File: src/rtl/uart_rx_if.sv
// Received-word stream between uart_rx and its consumer.
// The receiver drives data/valid and the error pulses; the consumer drives ready.
interface uart_rx_if #(
  parameter int DATA_WIDTH = 8
);
  logic [DATA_WIDTH-1:0] data;
  logic                  valid;
  logic                  ready;
  logic                  frame_err;
  logic                  overrun;

  modport master (output data, valid, frame_err, overrun, input ready);
  modport slave  (input data, valid, frame_err, overrun, output ready);
endinterface

File: src/rtl/uart_rx.sv
// 8N1-style UART receiver: synchronises rx, samples each bit at its centre and
// delivers words on a valid/ready stream with frame-error and overrun pulses.
module uart_rx #(
  parameter int DATA_WIDTH = 8,
  parameter int BAUD_RATE  = 115200,
  parameter int CLK_FREQ   = 100_000_000
) (
  input  logic      clk,
  input  logic      rst,
  input  logic      rx,
  uart_rx_if.master stream
);

  localparam int PULSE_WIDTH      = CLK_FREQ / BAUD_RATE;
  localparam int HALF_PULSE_WIDTH = PULSE_WIDTH / 2;
  localparam int CNT_W            = $clog2(PULSE_WIDTH + 1);
  localparam int IDX_W            = (DATA_WIDTH > 1) ? $clog2(DATA_WIDTH) : 1;

  localparam logic [CNT_W-1:0] HALF_CNT = CNT_W'(HALF_PULSE_WIDTH - 1);
  localparam logic [CNT_W-1:0] FULL_CNT = CNT_W'(PULSE_WIDTH - 1);
  localparam logic [IDX_W-1:0] LAST_IDX = IDX_W'(DATA_WIDTH - 1);

  typedef enum logic [2:0] {IDLE, START, DATA, STOP, BREAK} state_t;

  logic                  rx_meta_reg;
  logic                  rx_s_reg;
  state_t                state_reg, state_next;
  logic [CNT_W-1:0]      cnt_reg, cnt_next;
  logic [IDX_W-1:0]      bit_idx_reg, bit_idx_next;
  logic [DATA_WIDTH-1:0] shift_reg, shift_next;
  logic                  stop_good;
  logic                  stop_bad;
  logic [DATA_WIDTH-1:0] data_reg;
  logic                  valid_reg;
  logic                  frame_err_reg;
  logic                  overrun_reg;

  // Line idles high, so the synchroniser resets to 1 to avoid a fake start bit.
  always_ff @(posedge clk) begin
    if (rst) begin
      rx_meta_reg <= 1'b1;
      rx_s_reg    <= 1'b1;
    end else begin
      rx_meta_reg <= rx;
      rx_s_reg    <= rx_meta_reg;
    end
  end

  always_ff @(posedge clk) begin
    if (rst) begin
      state_reg   <= IDLE;
      cnt_reg     <= '0;
      bit_idx_reg <= '0;
      shift_reg   <= '0;
    end else begin
      state_reg   <= state_next;
      cnt_reg     <= cnt_next;
      bit_idx_reg <= bit_idx_next;
      shift_reg   <= shift_next;
    end
  end

  always_comb begin
    state_next   = state_reg;
    cnt_next     = cnt_reg;
    bit_idx_next = bit_idx_reg;
    shift_next   = shift_reg;
    case (state_reg)
      IDLE: begin
        if (!rx_s_reg) begin
          state_next = START;
          cnt_next   = HALF_CNT;
        end
      end
      START: begin
        if (cnt_reg != '0) begin
          cnt_next = cnt_reg - CNT_W'(1);
        end else if (!rx_s_reg) begin
          state_next   = DATA;
          cnt_next     = FULL_CNT;
          bit_idx_next = '0;
        end else begin
          state_next = IDLE;
        end
      end
      DATA: begin
        if (cnt_reg != '0) begin
          cnt_next = cnt_reg - CNT_W'(1);
        end else begin
          // LSB arrives first, so shift in from the top
          shift_next = DATA_WIDTH'({rx_s_reg, shift_reg} >> 1);
          cnt_next   = FULL_CNT;
          if (bit_idx_reg == LAST_IDX) begin
            state_next = STOP;
          end else begin
            bit_idx_next = bit_idx_reg + IDX_W'(1);
          end
        end
      end
      STOP: begin
        if (cnt_reg != '0) begin
          cnt_next = cnt_reg - CNT_W'(1);
        end else begin
          state_next = rx_s_reg ? IDLE : BREAK;
        end
      end
      BREAK: begin
        if (rx_s_reg) begin
          state_next = IDLE;
        end
      end
      default: state_next = IDLE;
    endcase
  end

  always_comb begin
    stop_good = 1'b0;
    stop_bad  = 1'b0;
    if (state_reg == STOP && cnt_reg == '0) begin
      stop_good = rx_s_reg;
      stop_bad  = !rx_s_reg;
    end
  end

  // A pending word is never overwritten; a new one only replaces it when it is being consumed.
  always_ff @(posedge clk) begin
    if (rst) begin
      data_reg      <= '0;
      valid_reg     <= 1'b0;
      frame_err_reg <= 1'b0;
      overrun_reg   <= 1'b0;
    end else begin
      frame_err_reg <= stop_bad;
      overrun_reg   <= 1'b0;
      if (stop_good) begin
        if (!valid_reg || stream.ready) begin
          data_reg  <= shift_reg;
          valid_reg <= 1'b1;
        end else begin
          overrun_reg <= 1'b1;
        end
      end else if (valid_reg && stream.ready) begin
        valid_reg <= 1'b0;
      end
    end
  end

  assign stream.data      = data_reg;
  assign stream.valid     = valid_reg;
  assign stream.frame_err = frame_err_reg;
  assign stream.overrun   = overrun_reg;

endmodule
File: src/flat_wrapper.sv
// flat-port wrapper written by rule: the top's interface ports become plain ports
module uart_rx_flat 
#(
  parameter int DATA_WIDTH = 8,
  parameter int BAUD_RATE  = 115200,
  parameter int CLK_FREQ   = 100_000_000
)
  (clk, rst, rx, stream_data, stream_valid, stream_frame_err, stream_overrun, stream_ready);
  uart_rx_if #(.DATA_WIDTH(DATA_WIDTH)) stream_i ();
  input  logic clk;
  input  logic rst;
  input  logic rx;
  output wire logic [$bits(stream_i.data)-1:0] stream_data;
  output wire logic [$bits(stream_i.valid)-1:0] stream_valid;
  output wire logic [$bits(stream_i.frame_err)-1:0] stream_frame_err;
  output wire logic [$bits(stream_i.overrun)-1:0] stream_overrun;
  input wire logic [$bits(stream_i.ready)-1:0] stream_ready;
  assign stream_data = stream_i.data;
  assign stream_valid = stream_i.valid;
  assign stream_frame_err = stream_i.frame_err;
  assign stream_overrun = stream_i.overrun;
  assign stream_i.ready = stream_ready;
  uart_rx #(.DATA_WIDTH(DATA_WIDTH), .BAUD_RATE(BAUD_RATE), .CLK_FREQ(CLK_FREQ)) u_core (.clk(clk), .rst(rst), .rx(rx), .stream(stream_i));
endmodule
File: config.mk
export PLATFORM = sky130hd
export DESIGN_NAME = uart_rx_flat
export DESIGN_NICKNAME = d
export VERILOG_FILES = /design/src/rtl/uart_rx_if.sv /design/src/rtl/uart_rx.sv /design/src/flat_wrapper.sv
export SDC_FILE = /design/constraint.sdc
export NUM_CORES = 1
export LEC_CHECK = 0
export ABC_CLOCK_PERIOD_IN_PS = 2120
export CAP_MARGIN = 20
export CORE_ASPECT_RATIO = 1.2
export CORE_MARGIN = 5
export CORE_UTILIZATION = 34
export DETAILED_ROUTE_END_ITERATION = 8
export DONT_BUFFER_PORTS = 1
export SLEW_MARGIN = 20
export SYNTH_ARGS = -nofsm -noshare
export SYNTH_HDL_FRONTEND = slang
export SYNTH_SLANG_ARGS = --single-unit
File: constraint.sdc
create_clock -name clk -period 2.12 [get_ports clk]
set_input_delay 0.212 -clock clk [delete_from_list [all_inputs] [get_ports clk]]
set_output_delay 0.212 -clock clk [all_outputs]
set_load 0.01 [all_outputs]
Word level (Yosys, flattened, before mapping)
Cells that the tools add are included.
Operators by class
  $add $sub $neg: 2
  multiply operators: 0
  divide/modulo/power cells: 0
  order comparisons: 0
  eq/ne operators: 16
  shifts and indexed selects: 0
  multiplexer cells: 25
  bitwise gates (word level): 3
  reduce and logical (&&, ||, !) cells: 19
Operators with widths (count)
  $mux W10: 5
  $pmux W10 S4: 1
  $mux W3: 11
  $pmux W3 S5: 1
  $ne A2 B2 Y1 const B: 7
  $logic_not A10 Y1: 1
  $reduce_bool A10 Y1: 1
  $sub A10 B1 Y10 const B: 1
  $eq A3 B2 Y1 const B: 2
  $eq A3 B3 Y1 const B: 2
  $ne A2 B1 Y1 const B: 3
  $pmux W3 S2: 1
  $reduce_and A2 Y1: 3
  $reduce_and A6 Y1: 1
  $mux W1: 5
  $reduce_and A5 Y1: 1
  $reduce_and A4 Y1: 1
  $reduce_bool A2 Y1: 2
  $reduce_bool A4 Y1: 1
  $reduce_or A2 Y1: 2
  $add A3 B1 Y3 const B: 1
  $eq A3 B1 Y1 const B: 1
  $logic_not A3 Y1: 1
  $ne A3 B3 Y1 const B: 1
  other kinds (5): 9
Storage, ports and cells
  register bits after elaboration: 37
  latch bits: 0
  memory bits (writable): 0
  ROM bits: 0
  input bits: 4
  output and inout bits: 11
  word-level logic and storage cells: 75
  memories kept: 0

Depth between registers and ports, before layout
  depth in word-level cells: 5
  gate-level depth with buffers: 7
  gate-level depth less buffers: 6

Worst setup path after synthesis
No wires, ideal clock.
  path kind: reg-to-reg
  start point: register u_core.cnt_reg[0]
  end point: register u_core.cnt_reg[9]
  arrival time: 1.630 ns
  required time: 2.058 ns
  slack: 0.428 ns
  cell stages (with the launch flop): 8
  buffers on the path: 1
  path through: dfxtp_1 > inv_1 > ha_1 > nor3b_2 > and4_1 > buf_6 > or4_1 > nand3_1
Between the ends
  word-level cells in the longest chain between the ends: 3
  elaborated cells on any way between the ends: 9
  those cells by class: add/sub: 1; eq/ne: 2; mux: 4; reduce/logical: 2
RTL lines
  from (decl): RTL line uart_rx.sv:28  | logic [CNT_W-1:0] cnt_reg, cnt_next;
  from (signal assigned): RTL line uart_rx.sv:57  | cnt_reg <= cnt_next;
  $sub A10 B1 Y10 / $reduce_bool A10 Y1 (equally long branches)
  $mux W10 (tied with other cells): RTL line uart_rx.sv:101  | if (cnt_reg != '0) begin
  $pmux W10 S4 / $reduce_and A4 Y1 (equally long branches)
Parallel ways exist; a longest one is shown, timed or not. The select of a mux whose other input is x is not followed.
A chain may end at the register's enable or synchronous reset.

Worst setup path in the final report
Ends and elaborated chain as after synthesis.

==> results by group <==
Final layout
  • Area grow syn2layout: 8.64%
  • Max FFs per register: 10
  • Most frequent cells in the layout: dfxtp_1, a21oi_1, nand3_1
  • Share of cells above drive strength 1: 15.1%
  • Nets: 224
  • Ant diodes: 0
  • # fillers: 550
  • Commonest non-fill, non-tap cell in the layout: dfxtp_1

Clock network
  • Hold buffer count at cts: 1
  • CTS tree: yes
  • Root buf cell: clkbuf_8
  • Clock latency on the worst-skew pair: 290 ps
  • # Post-CTS Setup Buffers: 0
  • H-tree depth: 2
  • Worst-path clk slew: 70 ps
  • PostCTS Resize Cnt: 0
  • CTS Buf Count: 5
  • CTS Sinks: 37
  • CTS max path bufs: 2

Critical path
  • Worst path required time: 2350 ps
  • Crit end category: flip-flop
  • Type of origin of the critical path: flip-flop
  • CP max FO: 15
  • CP cell instances: inv_1 -> ha_1 -> nor3b_2 -> buf_12 -> and4_1 -> or4_1 -> nand3_1
  • Slowest stage cell, crit path: or4_1
  • WP data arrival: 2130 ps
  • Crit Path Category: reg -> reg
  • Reg2Reg Setup Slack: 220 ps
  • Worst Path Buf+Inv: 2
  • CP delay by family, top: simple AND/OR/NAND/NOR gates
  • Largest stage delay on the critical path: 520 ps

Timing
  • Setup TNS: 0 ps
  • Peak Freq: 526 MHz
  • Final worst slack: 218 ps
  • Tightest Pin Transition: 546 ps
  • Hold Slack: 27.1 ps
  • Fin Clk Skew: 5.80 ps
  • Final min period: 1900 ps
  • Final setup viols: 0
  • Final hold vios: 0
  • Final count of pins violating max slew: 0
  • RSZ-0062 raised after global routing: no
  • Share of the clock period used by the worst path: 89.7%
  • Slew headroom: 63.6%

Global route
  • Initial antenna violation count: 0
  • Vias in the first global route: 1,461
  • Pin count of the biggest net entering global routing: 30
  • Overall routing resource usage: 12.6%
  • First-pass GRT wire length: 7250 um
  • Final global-route overflow total: 0

Yosys
  • Mean post-synth cell area: 8.50 um2
  • Gate Count Post-Synth: 218
  • Synthesized flop and latch total: 37
  • Ranking of synthesized cells by area: dfxtp_1, a21oi_1, nand3_1, nand2_1, nor4_1
  • Synthesized cell area: 1850 um2
  • Asr flop ratio synth: 0%
  • Syn Nets: 225
  • Top cell type's share of synthesized area: 40.0%
  • Post-synth EDFFs: 0
  • Syn. warnings: 0
  • Yosys cell types: 50
  • Post-synthesis sequential area ratio: 40.0%
  • Ys flop type: dfxtp_1
  • Area leader, netlist: dfxtp_1

Floorplan
  • Starting Density: 35.0%
  • I/O pins: 15
  • Die Span Y: 90.9 um
  • Die Area: 7030 um2
  • Die width: 77.4 um
  • Site Rows: 29
  • Core Area: 5300 um2

Placed design
  • PortBufs: 0
  • Post-placement worst setup slack: 249 ps
  • Final GP Congestion: 0.846
  • HPWL Detailed: 2980 um

Routing
  • Drt pass-1 iters: 4
  • Vias: 1,598
  • Final antenna-violating net count: 0
  • Avg WL per Cell: 15.4 um
  • Post-Route WL: 4300 um
  • DRC: 0
  • DR iter-0 viols: 123
  • Drt via density: 5.71

Power and ir drop
  • LEAKAGE: 0.684 nW
  • Peak VDD IR: 0.307 mV
  • Power Density: 972 nW/um2

Run
  • Max-cap viol count: 0

Status
  • Status: finished clean

Min path
  • HP Class: in -> reg
kinds of logic after synthesis:
kind of cell / count (synthesis) / synth area share, %
muxes: 2 / 1.15
AOI/OAI and AO/OA: 56 / 19.0
adders and majority gates: 3 / 2.03
DFF: 37 / 40.0
buffers and inverters: 25 / 6.75
and+or+nand+nor: 95 / 31.1
metal layers:
layer	part of all wire (%)	global-route usage, %	up-vias
li1	-	-	799
met1	43	15.5	762
met2	50	20.7	29
met3	3.5	2.69	8
met4	2.6	5.87	0
met5	0	0	-
power breakdown:
part	leakage, nW	internal (mW)	switching [mW]	total, mW
registers	0.300	0.729	0.0627	0.792
clock network	0.0512	0.263	0.255	0.519
logic	0.334	0.251	0.395	0.645
synth_stat cells, types with 3 or more instances:
library cell and count:
nor3_1 5, o21ai_0 8, nand2_1 18, or2_0 3, nor4_1 8, nor2_1 9, dfxtp_1 37, buf_2 7
a21oi_1 28, inv_1 7, clkbuf_1 7, nand4_1 5, ha_1 3, nor3b_2 3, and3_1 3, nand3_1 19
a31o_1 3, a211oi_1 3
final timing paths:
check | startpoint | end | cells past startpoint
setup / recovery | u_core.cnt_reg[0]$_SDFFE_PP0P_ | u_core.cnt_reg[9]$_SDFFE_PP0P_ | 7
hold / removal | rst | u_core.rx_s_reg$_SDFF_PP1_ | 1
setup reg to reg | u_core.cnt_reg[0]$_SDFFE_PP0P_ | u_core.cnt_reg[9]$_SDFFE_PP0P_ | 7
hold reg to reg | u_core.rx_meta_reg$_SDFF_PP1_ | u_core.rx_s_reg$_SDFF_PP1_ | 1
worst reg2reg max path: stages (launching register included):
cell	delay (ps)
dfxtp_1	400
inv_1	60
ha_1	240
nor3b_2	180
buf_12	150
and4_1	230
or4_1	520
nand3_1	80
final cells by class:
| class | instances | area, um2 | share of cell area [%] |
|---|---|---|---|
| Clock buffer | 6 | 82.6 | 4.10 |
| Clock inverter | 2 | 13.8 | 0.684 |
| Inverter | 7 | 26.3 | 1.31 |
| Multi-Input combinational cell | 156 | 987 | 49.0 |
| Sequential cell | 37 | 741 | 36.8 |
| Tap cell | 62 | 77.6 | 3.85 |
| Timing Repair Buffer | 10 | 85.1 | 4.23 |
metrics by stage:
stage / utilization (%) / std cells / power, mW / cell area [um2]
after detailed placement: 36.1 / 271 / 1.43 / 1910
after floorplan: - / 218 / 1.25 / 1850
after CTS: 38.1 / 280 / 1.97 / 2020
after global placement: 36.1 / 271 / 1.44 / 1910
after global routing: 38.0 / 280 / 2.07 / 2010
final: 38.0 / 280 / 1.96 / 2010
Note: power is estimated with default switching activity, not from simulation.
